<file path="config.mk">
export PLATFORM = sky130hd
export DESIGN_NAME = writeback_stage
export DESIGN_NICKNAME = d
export VERILOG_FILES = /design/src/rtl/writeback_stage.sv
export SDC_FILE = /design/constraint.sdc
export NUM_CORES = 1
export LEC_CHECK = 0
export ABC_AREA = 0
export BUFFER_PORTS_ARGS = -buffer_cell sky130_fd_sc_hd__buf_4
export CAP_MARGIN = 20
export CORE_UTILIZATION = 41
export CTS_CLUSTER_SIZE = 14
export DETAILED_ROUTE_END_ITERATION = 8
export GPL_ROUTABILITY_DRIVEN = 0
export PLACE_DENSITY_LB_ADDON = 0.05
export SLEW_MARGIN = 20
export SYNTH_ARGS = -nofsm -noshare
export SYNTH_HDL_FRONTEND = slang
export SYNTH_SLANG_ARGS = --single-unit
</file>
<file path="constraint.sdc">
create_clock -name clk -period 4.51 [get_ports clk]
set_clock_uncertainty 0.15 [all_clocks]
set_input_delay 0.451 -clock clk [delete_from_list [all_inputs] [get_ports clk]]
set_output_delay 0.451 -clock clk [all_outputs]
set_load 0.005 [all_outputs]
</file>
<file path="src/rtl/writeback_stage.sv">
// -----------------------------------------------------------------------------
// writeback_stage
//
// RISC-V write-back stage. It sits between the memory stage and the register
// file. Each cycle it can accept one instruction from MEM and select its
// result (ALU, formatted load data, PC+4 or immediate). The result goes to a
// registered register-file write port, which also acts as the WB forwarding
// source. Every completed instruction increments a retired-instruction
// counter.
//
// Load data may arrive in the accept cycle or later. If it arrives later, the
// load's rd, funct3 and low address bits are held, and the stage stays in
// WAIT until dmem_rvalid is seen.
//
// Handshake: an instruction moves from MEM into this stage on a rising edge
// where m_valid && wb_ready && !flush. wb_ready is purely combinational
// (state == IDLE), so MEM must hold its instruction while wb_ready is low.
//
// Ports
//   clk, rst         clock, asynchronous active-high reset
//   m_valid          MEM presents an instruction
//   wb_ready         stage can accept (state == IDLE)
//   m_reg_write/m_rd destination write enable / register
//   m_sel            result select: 00 ALU, 01 LOAD, 10 PC+4, 11 IMM
//   m_alu/m_pc4/m_imm  candidate results
//   m_funct3         load type
//   m_addr_lo        low address bits of the load (byte lane)
//   flush            kill the in-flight and the incoming instruction
//   dmem_rvalid      load data valid
//   dmem_rdata       raw aligned memory word
//   rf_we/rf_waddr/rf_wdata  registered register-file write port
//   instret          retired-instruction count (wraps)
// -----------------------------------------------------------------------------
module writeback_stage #(
    parameter int XLEN  = 32,
    parameter int RA_W  = 5,
    parameter int CNT_W = 64
) (
    input  logic                        clk,
    input  logic                        rst,
    input  logic                        m_valid,
    output logic                        wb_ready,
    input  logic                        m_reg_write,
    input  logic [RA_W-1:0]             m_rd,
    input  logic [1:0]                  m_sel,
    input  logic [XLEN-1:0]             m_alu,
    input  logic [XLEN-1:0]             m_pc4,
    input  logic [XLEN-1:0]             m_imm,
    input  logic [2:0]                  m_funct3,
    input  logic [$clog2(XLEN/8)-1:0]   m_addr_lo,
    input  logic                        flush,
    input  logic                        dmem_rvalid,
    input  logic [XLEN-1:0]             dmem_rdata,
    output logic                        rf_we,
    output logic [RA_W-1:0]             rf_waddr,
    output logic [XLEN-1:0]             rf_wdata,
    output logic [CNT_W-1:0]            instret
);

    localparam int AW = $clog2(XLEN/8);

    localparam logic [1:0] SEL_ALU  = 2'b00;
    localparam logic [1:0] SEL_LOAD = 2'b01;
    localparam logic [1:0] SEL_PC4  = 2'b10;
    localparam logic [1:0] SEL_IMM  = 2'b11;

    typedef enum logic {
        ST_IDLE = 1'b0,
        ST_WAIT = 1'b1
    } state_t;

    state_t            state_q, state_d;
    logic [RA_W-1:0]   hold_rd_q, hold_rd_d;
    logic [2:0]        hold_f3_q, hold_f3_d;
    logic [AW-1:0]     hold_lo_q, hold_lo_d;
    logic              hold_we_q, hold_we_d;

    logic              rf_we_q, rf_we_d;
    logic [RA_W-1:0]   rf_waddr_q, rf_waddr_d;
    logic [XLEN-1:0]   rf_wdata_q, rf_wdata_d;
    logic [CNT_W-1:0]  instret_q, instret_d;

    logic              accept;
    logic              retire;
    logic              wr_en;
    logic [RA_W-1:0]   wr_addr;
    logic [XLEN-1:0]   wr_data;

    // Load formatter inputs: use the held values while waiting for late data.
    logic [2:0]        fmt_f3;
    logic [AW-1:0]     fmt_lo;
    logic [AW-1:0]     lane_h;
    logic [AW-1:0]     lane_w;
    logic [7:0]        ld_b;
    logic [15:0]       ld_h;
    logic [31:0]       ld_w;
    logic [XLEN-1:0]   load_data;

    assign wb_ready = (state_q == ST_IDLE);
    assign accept   = m_valid && wb_ready && !flush;

    assign fmt_f3 = (state_q == ST_WAIT) ? hold_f3_q : m_funct3;
    assign fmt_lo = (state_q == ST_WAIT) ? hold_lo_q : m_addr_lo;

    // Halfword and word lanes are aligned by clearing the low lane bits. For
    // XLEN=32, lane_w is always 0, so the word is the whole memory word.
    assign lane_h = fmt_lo & ~AW'(1);
    assign lane_w = fmt_lo & ~AW'(3);

    always_comb begin
        ld_b      = 8'(dmem_rdata  >> {fmt_lo, 3'b000});
        ld_h      = 16'(dmem_rdata >> {lane_h, 3'b000});
        ld_w      = 32'(dmem_rdata >> {lane_w, 3'b000});
        load_data = XLEN'($signed(ld_w));          // LW, and every fallback
        case (fmt_f3)
            3'b000: load_data = XLEN'($signed(ld_b));
            3'b001: load_data = XLEN'($signed(ld_h));
            3'b100: load_data = XLEN'(ld_b);
            3'b101: load_data = XLEN'(ld_h);
            3'b110: if (XLEN == 64) load_data = XLEN'(ld_w);
            3'b011: if (XLEN == 64) load_data = dmem_rdata;
            default: ;
        endcase
    end

    // Next-state and write-port control.
    always_comb begin
        state_d   = state_q;
        hold_rd_d = hold_rd_q;
        hold_f3_d = hold_f3_q;
        hold_lo_d = hold_lo_q;
        hold_we_d = hold_we_q;
        retire    = 1'b0;
        wr_en     = 1'b0;
        wr_addr   = m_rd;
        wr_data   = load_data;

        case (state_q)
            ST_IDLE: begin
                if (accept) begin
                    if (m_sel == SEL_LOAD) begin
                        if (dmem_rvalid) begin
                            retire = 1'b1;
                            wr_en  = m_reg_write;
                        end else begin
                            hold_rd_d = m_rd;
                            hold_f3_d = m_funct3;
                            hold_lo_d = m_addr_lo;
                            hold_we_d = m_reg_write;
                            state_d   = ST_WAIT;
                        end
                    end else begin
                        retire = 1'b1;
                        wr_en  = m_reg_write;
                        case (m_sel)
                            SEL_ALU: wr_data = m_alu;
                            SEL_PC4: wr_data = m_pc4;
                            SEL_IMM: wr_data = m_imm;
                            default: wr_data = load_data;
                        endcase
                    end
                end
            end
            ST_WAIT: begin
                wr_addr = hold_rd_q;
                // flush takes priority, so rvalid in the flush cycle is dropped
                if (flush) begin
                    state_d = ST_IDLE;
                end else if (dmem_rvalid) begin
                    retire  = 1'b1;
                    wr_en   = hold_we_q;
                    state_d = ST_IDLE;
                end
            end
            default: state_d = ST_IDLE;
        endcase
    end

    // x0 is never written, but a write to it still retires.
    always_comb begin
        rf_we_d    = retire && wr_en && (wr_addr != '0);
        rf_waddr_d = rf_we_d ? wr_addr : rf_waddr_q;
        rf_wdata_d = rf_we_d ? wr_data : rf_wdata_q;
        instret_d  = retire ? instret_q + CNT_W'(1) : instret_q;
    end

    always_ff @(posedge clk or posedge rst) begin
        if (rst) begin
            state_q    <= ST_IDLE;
            hold_rd_q  <= '0;
            hold_f3_q  <= '0;
            hold_lo_q  <= '0;
            hold_we_q  <= 1'b0;
            rf_we_q    <= 1'b0;
            rf_waddr_q <= '0;
            rf_wdata_q <= '0;
            instret_q  <= '0;
        end else begin
            state_q    <= state_d;
            hold_rd_q  <= hold_rd_d;
            hold_f3_q  <= hold_f3_d;
            hold_lo_q  <= hold_lo_d;
            hold_we_q  <= hold_we_d;
            rf_we_q    <= rf_we_d;
            rf_waddr_q <= rf_waddr_d;
            rf_wdata_q <= rf_wdata_d;
            instret_q  <= instret_d;
        end
    end

    assign rf_we    = rf_we_q;
    assign rf_waddr = rf_waddr_q;
    assign rf_wdata = rf_wdata_q;
    assign instret  = instret_q;

endmodule

</file>
* Yosys cells after proc, flatten, opt, wreduce, memory -nomap -nowiden *
Cells that the tools add are included.

cells by class
  divide/modulo/power cells = 0
  eq/ne operators = 6
  shift-type cells = 2
  add/subtract/negate cells = 1
  order comparisons = 0
  bitwise gates (word level) = 2
  muxes and demuxes = 24
  reductions and logical operators = 9
  $mul = 0

operators by type and width
  cell                                                                    count
  32-bit one-hot mux with 4 select lines                                  1
  32-bit 2-to-1 mux                                                       3
  32-bit one-hot mux with 3 select lines                                  1
  64-bit by 1-bit adder with 64-bit output (second input constant)        1
  32-bit by 5-bit >> shifter with 16-bit output                           1
  32-bit by 5-bit >> shifter with 8-bit output                            1
  1-bit 2-to-1 mux                                                        13
  3-bit equality test (second input constant)                             2
  1-bit one-hot mux with 2 select lines                                   3
  5-bit 2-to-1 mux                                                        1
  5-bit nonzero test                                                      1
  2-bit equality test (second input constant)                             2
  1-bit logical AND                                                       4
  4-bit AND reduction                                                     1
  3-bit by 1-bit equality test with 1-bit output (second input constant)  1
  3-bit zero test                                                         1
  3-bit 2-to-1 mux                                                        1
  2-bit by 1-bit equality test with 1-bit output (second input constant)  1
  2-bit zero test                                                         1
  2-bit 2-to-1 mux                                                        1
  1-bit inverter                                                          2
  1-bit zero test                                                         1

storage, ports and cells
  bits in registers = 114
  memory bits (writable) = 0
  logic and storage cells = 53
  memory bits (read-only) = 0
  bits of input ports = 146
  output and inout port bits = 103
  memories kept = 0
  latch bits = 0

* Depth between registers and ports, before layout *
Gate-level depths: netlist (run 1).

  depth after elaboration = 7
  depth in mapped cells = 9

* Least setup slack after synthesis (run 1) *
OpenSTA, ideal clock, no wires.

  kind = input-to-reg
  from = input port m_sel[1]
  to = register rf_wdata_q[1] (netlist: rf_wdata[1])
  data arrival time = 1,827 ps
  library setup time = 121 ps
  buffers on the path = 3
  cell stages on the path = 8
  setup slack = 2,412 ps
  cell sequence = buf_2 > or3b_1 > a31oi_1 > a221o_1 > buf_4 > buf_2 > a21oi_1 > a22o_1

between the ends
  longest elaborated chain between the ends = 6
  elaborated cells on any way between the ends = 16
  those cells by class = eq/ne: 3; mux: 10; reduce/logical: 3

ends and longest elaborated chain
  item                                            line  source
  start, declared                                 45    input logic [1:0] m_sel,
  2-bit by 1-bit equality test with 1-bit output  141   if (m_sel == SEL_LOAD) begin
  1-bit 2-to-1 mux                                141
  1-bit 2-to-1 mux                                140   if (accept) begin
  1-bit one-hot mux with 2 select lines           138   case (state_q)
  1-bit logical AND (2 in series)                 181   rf_we_d = retire && wr_en && (wr_addr != '0);
  end signal, assigned                            206   rf_wdata_q <= rf_wdata_d;
  end, declared                                   80    logic [XLEN-1:0] rf_wdata_q, rf_wdata_d;

Parallel ways exist; a longest one is shown, timed or not.
A chain may end at the register's enable or synchronous reset.

* Final worst setup path (run 1) *
  from = register state_q
  to = register rf_wdata_q[16] (netlist: rf_wdata[16])

between the ends
  longest elaborated chain between the ends = 7
  elaborated cells on any way between the ends = 24
  those cells by class = eq/ne: 3; shift: 2; mux: 12; bitwise: 1; reduce/logical: 6

ends and longest elaborated chain
  item                                                                                line      source
  start, declared                                                                     72        state_t state_q, state_d;
  start signal, assigned                                                              199       state_q <= state_d;
  2-bit 2-to-1 mux, or another cell as far along                                      103       assign fmt_lo = (state_q == ST_WAIT) ? hold_lo_q : m_addr_lo;
  32-bit by 5-bit >> shifter with 16-bit output, or another cell as far along         112       ld_h = 16'(dmem_rdata >> {lane_h, 3'b000});
  32-bit one-hot mux with 4 select lines / 1-bit logical AND (equally long branches)  115, 100
  32-bit one-hot mux with 3 select lines / 1-bit 2-to-1 mux (equally long branches)   155, 140
  32-bit 2-to-1 mux / 1-bit one-hot mux with 2 select lines (equally long branches)   141, 138
  32-bit 2-to-1 mux / 1-bit logical AND (equally long branches)                       140, 181
  32-bit 2-to-1 mux / 1-bit logical AND (equally long branches)                       138, 181

Parallel ways exist; a longest one is shown, timed or not.

==> flow_summary.toml, run 1 <==
[run_status]
outcome = "finished with violations"
failed_checks = "negative hold slack"

[logic_synthesis]
synth_fp_nets = 798
yosys.area.top_type = "dfrtp_1"
synth_top_family_by_area = "simple AND/OR/NAND/NOR gates"
synthArstFlopShare_pct = 100
avgSynthCellArea_um2 = 10.3
ys_seq_area_share_pct = 42.4
synth_top_area_share_pct = 42.4
synthTopCellsByCount = "114 x dfrtp_1, 74 x nand2_1, 44 x mux2_2, 39 x mux2i_1, 37 x xor2_1"
synth-seq-cells = 114
yosys_warnings = 0
synth_xor_area_share_pct = 8.20
synth_compound_area_share_pct = 11.8
syn_area_um2 = 6730
synth_simple_gate_area_share_pct = 19.5
yosysMostFrequentCell = "dfrtp_1"
synth_cell_types = 58
synth_cells = 651
synth_fa_ha_area_share_pct = 0.186
synth.area.top_cells = "dfrtp_1 42%, mux2_2 7.4%, mux2i_1 5.8%, xor2_1 4.8%, nand2_1 4.1%"
ys.flop_type = "dfrtp_1"
synth_enable_flop_cells = 0
synth.area.mux_share_pct = 13.5

[place]
dp.cells = 1084
pre_cts_slack_ps = 1310
dp_hpwl_um = 15500
placement.io_buffers = 248

[worst_setup_path]
crit_path_end_kind = "flip-flop"
cp_max_fo = 35
worstSetupPathType = "flip-flop to flip-flop"
start_kind = "flip-flop"
cp.required_ps = 4620
crit_chain = "nor3b_4 -> buf_4 -> a31oi_1 -> a221o_1 -> buf_4 -> inv_6 -> o311a_4 -> a31oi_1"
slowest_stage = "dfrtp_1"
critPathArrivalTime_ps = 3370
critPathMaxStageDelay_ps = 750

[final_layout]
drive_gt1_share_pct = 41.1
multi_input_area_um2 = 3580
area.growth.synth_to_final_pct = 38.3
finalNonFillerCells = 1116
regArea_um2 = 2850
n_antenna_cell = 0
nets = 1034
nFillCells = 1387
fin_util_pct = 58.3

[floorplanning]
dieArea_um2 = 16900
core-area_um2 = 15900
die_y_um = 130
die_width_um = 130
num_rows = 46
ioPinCount = 249
start_util_pct = 42.2

[global_routing]
grt_pass1_wl_um = 31600
grt_overflow = 0
antenna_found_initial = 0
grt_use_total_pct = 24.5
grt_max_degree = 51
grt_pass1_vias = 5893

[timing]
hold_ws_ps = -19.9
setup_slack_ps = 1250
setup_viol = 0
fmax_mhz = 307
fin_crit_ps = 3260
max_slew.worst_pin.slew_ps = 1010
finalSetupTns_ps = 0
drv_slew = 0
post-route-period-util_pct = 72.2
rsz0062_at_grt = "false"
slew_headroom_pct = 32.8
timing.final.hold_violations = 29

[clocking]
clk_pin_slew_ps = 60
root_buffer = "clkbuf_16"
clock_latency_ps = 410
cts_tree = "built"
numCtsBuffers = 17
hold_buffers = 0
post_cts_buffers = 0
cts_htree_levels = 4
clock_path_buffers = 2
cts_resized = 0
clkSinkCount = 114

[worst_hold_path]
hp-class = "input pin to asynchronous set/reset pin"

[power_and_ir_drop]
seqPwrFrac_pct = 38.3
ir_drop_mv = 0.194
leakage_nw = 4.32
p_int_mw = 2.50
power_density_nw_per_um2 = 364
p_comb_share_pct = 20.3
power.share.clock_pct = 41.4
net-switching-power_uw = 885
p_sw_share_pct = 26.2

[detailed_routing]
wl_per_cell_um = 18.6
viasPerCell = 5.39
wl_um = 20800
route.detailed.drc = 0
route.vias.total = 6011
drt_iter0_drc = 258
antenna_left = 0
first_pass_iters = 5

[flow_run]
cap_violations = 0
[layer usage]
layer  track usage (%)  vias up  wire [um]
li1                  -     2858          -
met1              30.1     2936       8520
met2              42.0      195      10500
met3              5.70       22       1310
met4              8.89        0        467
met5                 0        -          0
[critical path, delay by kind of cell, from the launching register on]
kind / cells / cell delay (ps)
buf+inv: 3 / 870
simple gates: 1 / 310
flops: 1 / 750
compound gates: 4 / 1000
[power by group through the flow]
| stage | combinational [mW] | clock [mW] | sequential (mW) |
|---|---|---|---|
| final | 0.687 | 1.40 | 1.30 |
| after CTS | 0.695 | 1.42 | 1.30 |
| after floorplan | 0.296 | 0 | 1.30 |
| after detailed placement | 0.692 | 0 | 1.31 |
| after global placement | 0.680 | 0 | 1.31 |
| after global routing | 0.749 | 1.47 | 1.32 |
[layout make-up]
type	count	area share (%)
multi-input cells	483	38.5
clock buffers	21	4.84
well taps	216	2.91
clock inverters	11	1.72
repair buffers	256	20.7
inverters	15	0.686
flip-flops and latches	114	30.7
[final timing paths]
path	startpoint	to	slack, ps	depth (start not counted)
max	state_q	rf_wdata[16]	1250	8
min in group clk	dmem_rvalid	state_q	120	2
max reg2reg	state_q	rf_wdata[16]	1250	8
min	rst	instret[1]	-20	2
max in group asynchronous	rst	rf_wdata[18]	3310	3
min reg2reg	instret[63]	instret[63]	320	1
[state kept, by name, indices dropped and copies added, names as in the netlist]
signal,flops
hold_f3_q,3
hold_lo_q,2
hold_rd_q,5
hold_we_q,1
instret,64
rf_waddr,5
rf_wdata,32
rf_we,1
state_q,1
[kinds of logic (layout without fill, tap and decap cells)]
family / after synthesis / in the layout
AOI/OAI and AO/OA: 118 / 118
xor gates and xnor gates: 63 / 63
and+or+nand+nor: 217 / 217
adders and majority gates: 1 / 1
buffers and inverters: 54 / 303
muxes: 84 / 84
DFF: 114 / 114
[layout by cell type (no fill, tap or decap), types with 2 or more instances in the layout]
cell type	n
xor2_1	37
nand4_1	18
dfrtp_1	114
nand2_1	73
nor4_4	3
nand2b_1	8
o21bai_1	2
mux2i_1	39
nand2_2	2
a22o_1	7
and4_1	6
a21oi_1	20
inv_1	12
o21ai_0	15
clkinv_2	5
a31oi_1	17
a22oi_1	8
clkinvlp_4	2
a221o_1	9
bufinv_16	4
o2111ai_1	2
nor2_1	16
xnor2_1	26
and2_1	6
nand3_1	22
clkbuf_16	17
nor4_1	7
nor3_1	12
nor3b_1	2
buf_4	256
clkbuf_1	3
nor3_2	16
nor4_2	7
and3_1	5
o22ai_1	31
nand4_2	3
or4_1	2
mux2_2	44
[metrics by stage]
stage	total power, mW	cell area [um2]
floorplan	1.59	6730
global placement	1.99	8680
detailed placement	2.00	8680
CTS	3.41	9300
global route	3.54	9300
finish	3.38	9300
Note: power is estimated with default switching activity, not from simulation.
==> run 2, diff against run 1 <==
==> constraint.sdc (replaced) <==
create_clock -name clk -period 2.7 [get_ports clk]
set_clock_uncertainty 0.15 [all_clocks]
set_input_delay 0.27 -clock clk [delete_from_list [all_inputs] [get_ports clk]]
set_output_delay 0.27 -clock clk [all_outputs]
set_load 0.005 [all_outputs]
==> flow_summary.toml, run 2 (same netlist as run 1, synthesis figures left out) <==
[run_status]
outcome = "finished clean"

[detailed_routing]
first_pass_iters = 4
drt_iter0_drc = 260
antenna_left = 0
wl_um = 21100
route.vias.total = 6161
viasPerCell = 5.38
route.detailed.drc = 0
wl_per_cell_um = 18.4

[clocking]
cts_tree = "built"
clkSinkCount = 114
numCtsBuffers = 17
post_cts_buffers = 0
clk_pin_slew_ps = 50
clock_latency_ps = 410
root_buffer = "clkbuf_16"
cts_htree_levels = 4
clock_path_buffers = 2

[timing]
max_slew.worst_pin.slew_ps = 584
fin_crit_ps = 2410
post-route-period-util_pct = 89.4
timing.final.hold_violations = 0
hold_ws_ps = 15.4
finalSetupTns_ps = 0
setup_viol = 0
rsz0062_at_grt = "false"
slew_headroom_pct = 61.0
drv_slew = 0
fmax_mhz = 414

[worst_setup_path]
critPathMaxStageDelay_ps = 540
slowest_stage = "mux2i_4"
cp_max_fo = 16
crit_path_end_kind = "flip-flop"
cp.required_ps = 2810
crit_chain = "buf_4 -> mux2i_4 -> mux2i_1 -> nor2_1 -> nand2_1 -> a31oi_1"
critPathArrivalTime_ps = 2520
worstSetupPathType = "flip-flop to flip-flop"
start_kind = "flip-flop"

[floorplanning]
ioPinCount = 249
num_rows = 46
dieArea_um2 = 16900
die_y_um = 130
start_util_pct = 42.2
core-area_um2 = 15900
die_width_um = 130

[final_layout]
finalNonFillerCells = 1145
most-common-layout-cells = "266 x buf_4, 114 x dfrtp_1, 74 x nand2_1"
fin_area_um2 = 9540
n_antenna_cell = 0
final_common_cell = "buf_4"
nets = 1063
largest_reg_flops = 64
drive_gt1_share_pct = 41.2
area.growth.synth_to_final_pct = 41.9

[power_and_ir_drop]
power_mw = 5.55
power_density_nw_per_um2 = 581
leakage_nw = 4.44
ir_drop_mv = 0.416

[global_routing]
grt_overflow = 0
antenna_found_initial = 0
grt_max_degree = 83
grt_use_total_pct = 25.2
grt_pass1_vias = 6112
grt_pass1_wl_um = 32300

[flow_run]
cap_violations = 0

[place]
placed_area_um2 = 8780
dp_hpwl_um = 15800
dp.cells = 1095
placement.io_buffers = 248

[worst_hold_path]
hp-class = "input pin to flip-flop"
-- run 2: cell types whose count changed in the layout (fill, tap and decap cells not counted), moves of 2 or more --
cell	before	now
clkbuf_8	1	3
dlygate4sd3_1	0	18
clkbuf_1	3	1
clkinv_2	5	7
buf_4	256	266
bufinv_16	4	2
-- run 2: final timing paths --
check | slack [ps] | cells past startpoint | from | to
hold / removal | 20 | 3 | dmem_rdata[18] | rf_wdata[18]
setup reg to reg | 290 | 6 | state_q | rf_wdata[17]
min in group asynchronous | 390 | 4 | rst | hold_we_q
setup / recovery | 290 | 6 | state_q | rf_wdata[17]
max in group asynchronous | 1620 | 4 | rst | instret[19]
hold reg to reg | 330 | 2 | rf_waddr[1] | rf_waddr[1]
-- run 2: metal layers --
metal / wire, um / global-route usage, %
met1: 8380 / 29.2
met2: 10800 / 44.3
met3: 1360 / 6.03
met4: 582 / 10.9
met5: 0 / 0
-- run 2: where the power goes --
| part | total (mW) | switching, mW | internal (mW) | leakage (nW) |
|---|---|---|---|---|
| combinational | 1.18 | 0.499 | 0.684 | 2.71 |
| sequential | 2.17 | 0.208 | 1.96 | 1.44 |
| clock | 2.20 | 0.784 | 1.42 | 0.288 |
| total | 5.55 | 1.49 | 4.06 | 4.44 |
-- run 2: area by class of cell --
cell class | count | area, um2
timing repair buffer | 285 | 2200
clock buffer | 21 | 470
clock inverter | 11 | 110
inverter | 15 | 65.1
tap | 216 | 270
fill | 1355 | 6400
sequential | 114 | 2850
multi-input combinational | 483 | 3580
-- run 2: metrics by stage --
step                util, %  worst slack, ps
floorplan                 -              633
global placement       55.1              399
detailed placement     55.1              311
CTS                    59.8              161
global route           59.9             69.5
finish                 59.9              287
-- run 2: critical path, delay by kind of cell (launching register included) --
family	cells	cell delay, ps
and+or+nand+nor	2	520
AOI/OAI and AO/OA	1	180
DFF	1	350
muxes	2	840
buffers and inverters	1	220
-- run 2: what timing repair did --
| item | CTS | global route |
|---|---|---|
| hold endpoints to repair | 130 | 0 |
| resized for setup | 0 | 1 |
| hold buffers | 18 | 0 |
| endpoints found under the setup margin | 0 | 1 |
==> run 3, diff against run 2 <==
--- a/config.mk
+++ b/config.mk
@@ -9,6 +9,7 @@
 export BUFFER_PORTS_ARGS = -buffer_cell sky130_fd_sc_hd__buf_4
 export CAP_MARGIN = 20
 export CORE_UTILIZATION = 41
+export CTS_CLUSTER_DIAMETER = 30
 export CTS_CLUSTER_SIZE = 14
 export DETAILED_ROUTE_END_ITERATION = 8
 export GPL_ROUTABILITY_DRIVEN = 0
==> constraint.sdc (replaced) <==
create_clock -name clk -period 2.8 [get_ports clk]
set_clock_uncertainty 0.15 [all_clocks]
set_input_delay 0.28 -clock clk [delete_from_list [all_inputs] [get_ports clk]]
set_output_delay 0.28 -clock clk [all_outputs]
set_load 0.005 [all_outputs]
==> flow_summary.toml, run 3 (same netlist as run 1, synthesis figures left out) <==
[power_and_ir_drop]
power_density_nw_per_um2 = 548
ir_drop_mv = 0.396
leakage_nw = 4.43
power_mw = 5.20

[global_routing]
grt_pass1_vias = 6011
grt_overflow = 0
grt_pass1_wl_um = 31700
antenna_found_initial = 0
grt_max_degree = 60
grt_use_total_pct = 24.6

[timing]
drv_slew = 0
setup_viol = 0
post-route-period-util_pct = 92.1
max_slew.worst_pin.slew_ps = 765
timing.final.hold_violations = 0
finalSetupTns_ps = 0
slew_headroom_pct = 49.0
fmax_mhz = 388
rsz0062_at_grt = "false"
fin_crit_ps = 2580
hold_ws_ps = 14.0
setup_slack_ps = 220

[clocking]
clock_path_buffers = 2
clock_latency_ps = 410
cts_htree_levels = 4
numCtsBuffers = 17
root_buffer = "clkbuf_16"
clk_pin_slew_ps = 50
clkSinkCount = 114
cts_tree = "built"
post_cts_buffers = 0

[final_layout]
most-common-layout-cells = "267 x buf_4, 114 x dfrtp_1, 74 x nand2_1"
final_common_cell = "buf_4"
largest_reg_flops = 64
nets = 1062
n_antenna_cell = 0
drive_gt1_share_pct = 41.0
finalNonFillerCells = 1143
area.growth.synth_to_final_pct = 41.2
fin_util_pct = 59.5
fin_area_um2 = 9490

[floorplanning]
num_rows = 46
die_y_um = 130
dieArea_um2 = 16900
core-area_um2 = 15900
die_width_um = 130
start_util_pct = 42.2
ioPinCount = 249

[worst_setup_path]
worstSetupPathType = "flip-flop to flip-flop"
crit_path_end_kind = "flip-flop"
cp.required_ps = 2990
start_kind = "flip-flop"
cp_max_fo = 34
critPathArrivalTime_ps = 2770

[detailed_routing]
viasPerCell = 5.33
first_pass_iters = 5
route.vias.total = 6095
wl_um = 20600
drt_iter0_drc = 230
wl_per_cell_um = 18.0
antenna_left = 0
route.detailed.drc = 0

[place]
pre_cts_slack_ps = 379
placed_area_um2 = 8790
placement.io_buffers = 248
dp_hpwl_um = 15700
dp.cells = 1096

[flow_run]
cap_violations = 0

[worst_hold_path]
hp-class = "input pin to flip-flop"

[run_status]
outcome = "finished clean"
-- run 3: critical path: stages, from the launching register on --
cell and delay (ps):
dfrtp_1 550, nor3b_4 270, buf_4 360, nand2b_1 410, o31ai_1 190, dlygate4sd3_1 580
-- run 3: final timing paths --
kind	start	slack, ps	depth (start not counted)	end
setup / recovery	state_q	220	5	state_q
hold / removal	dmem_rdata[22]	10	3	rf_wdata[22]
setup reg to reg	state_q	220	5	state_q
hold reg to reg	rf_waddr[0]	330	2	rf_waddr[0]
max in group asynchronous	rst	1320	4	instret[23]
min in group asynchronous	rst	200	3	rf_waddr[3]
-- run 3: layer usage --
layer,vias up,track usage [%],wire length (um)
li1,2915,-,-
met1,2928,29.0,8360
met2,214,42.4,10200
met3,38,5.66,1400
met4,0,11.4,601
met5,-,0,0
-- run 3: where the power goes --
group          switching [mW]  internal (mW)
Combinational           0.473          0.657
Sequential              0.204           1.89
Clock                   0.721           1.26
Total                    1.40           3.80
-- run 3: area by class of cell --
type / count / area [um2]
clock buffer: 26 / 519
clock inverter: 5 / 25.0
fill: 1379 / 6450
inverter: 15 / 65.1
multi-input combinational: 483 / 3580
sequential: 114 / 2850
tap: 216 / 270
timing repair buffer: 284 / 2180
-- run 3: timing repair --
| action | CTS | global route |
|---|---|---|
| endpoints found under the setup margin | 0 | 0 |
| endpoints found under the hold margin | 20 | 0 |
| gates resized for setup | 0 | 0 |
| hold buffers | 16 | 0 |
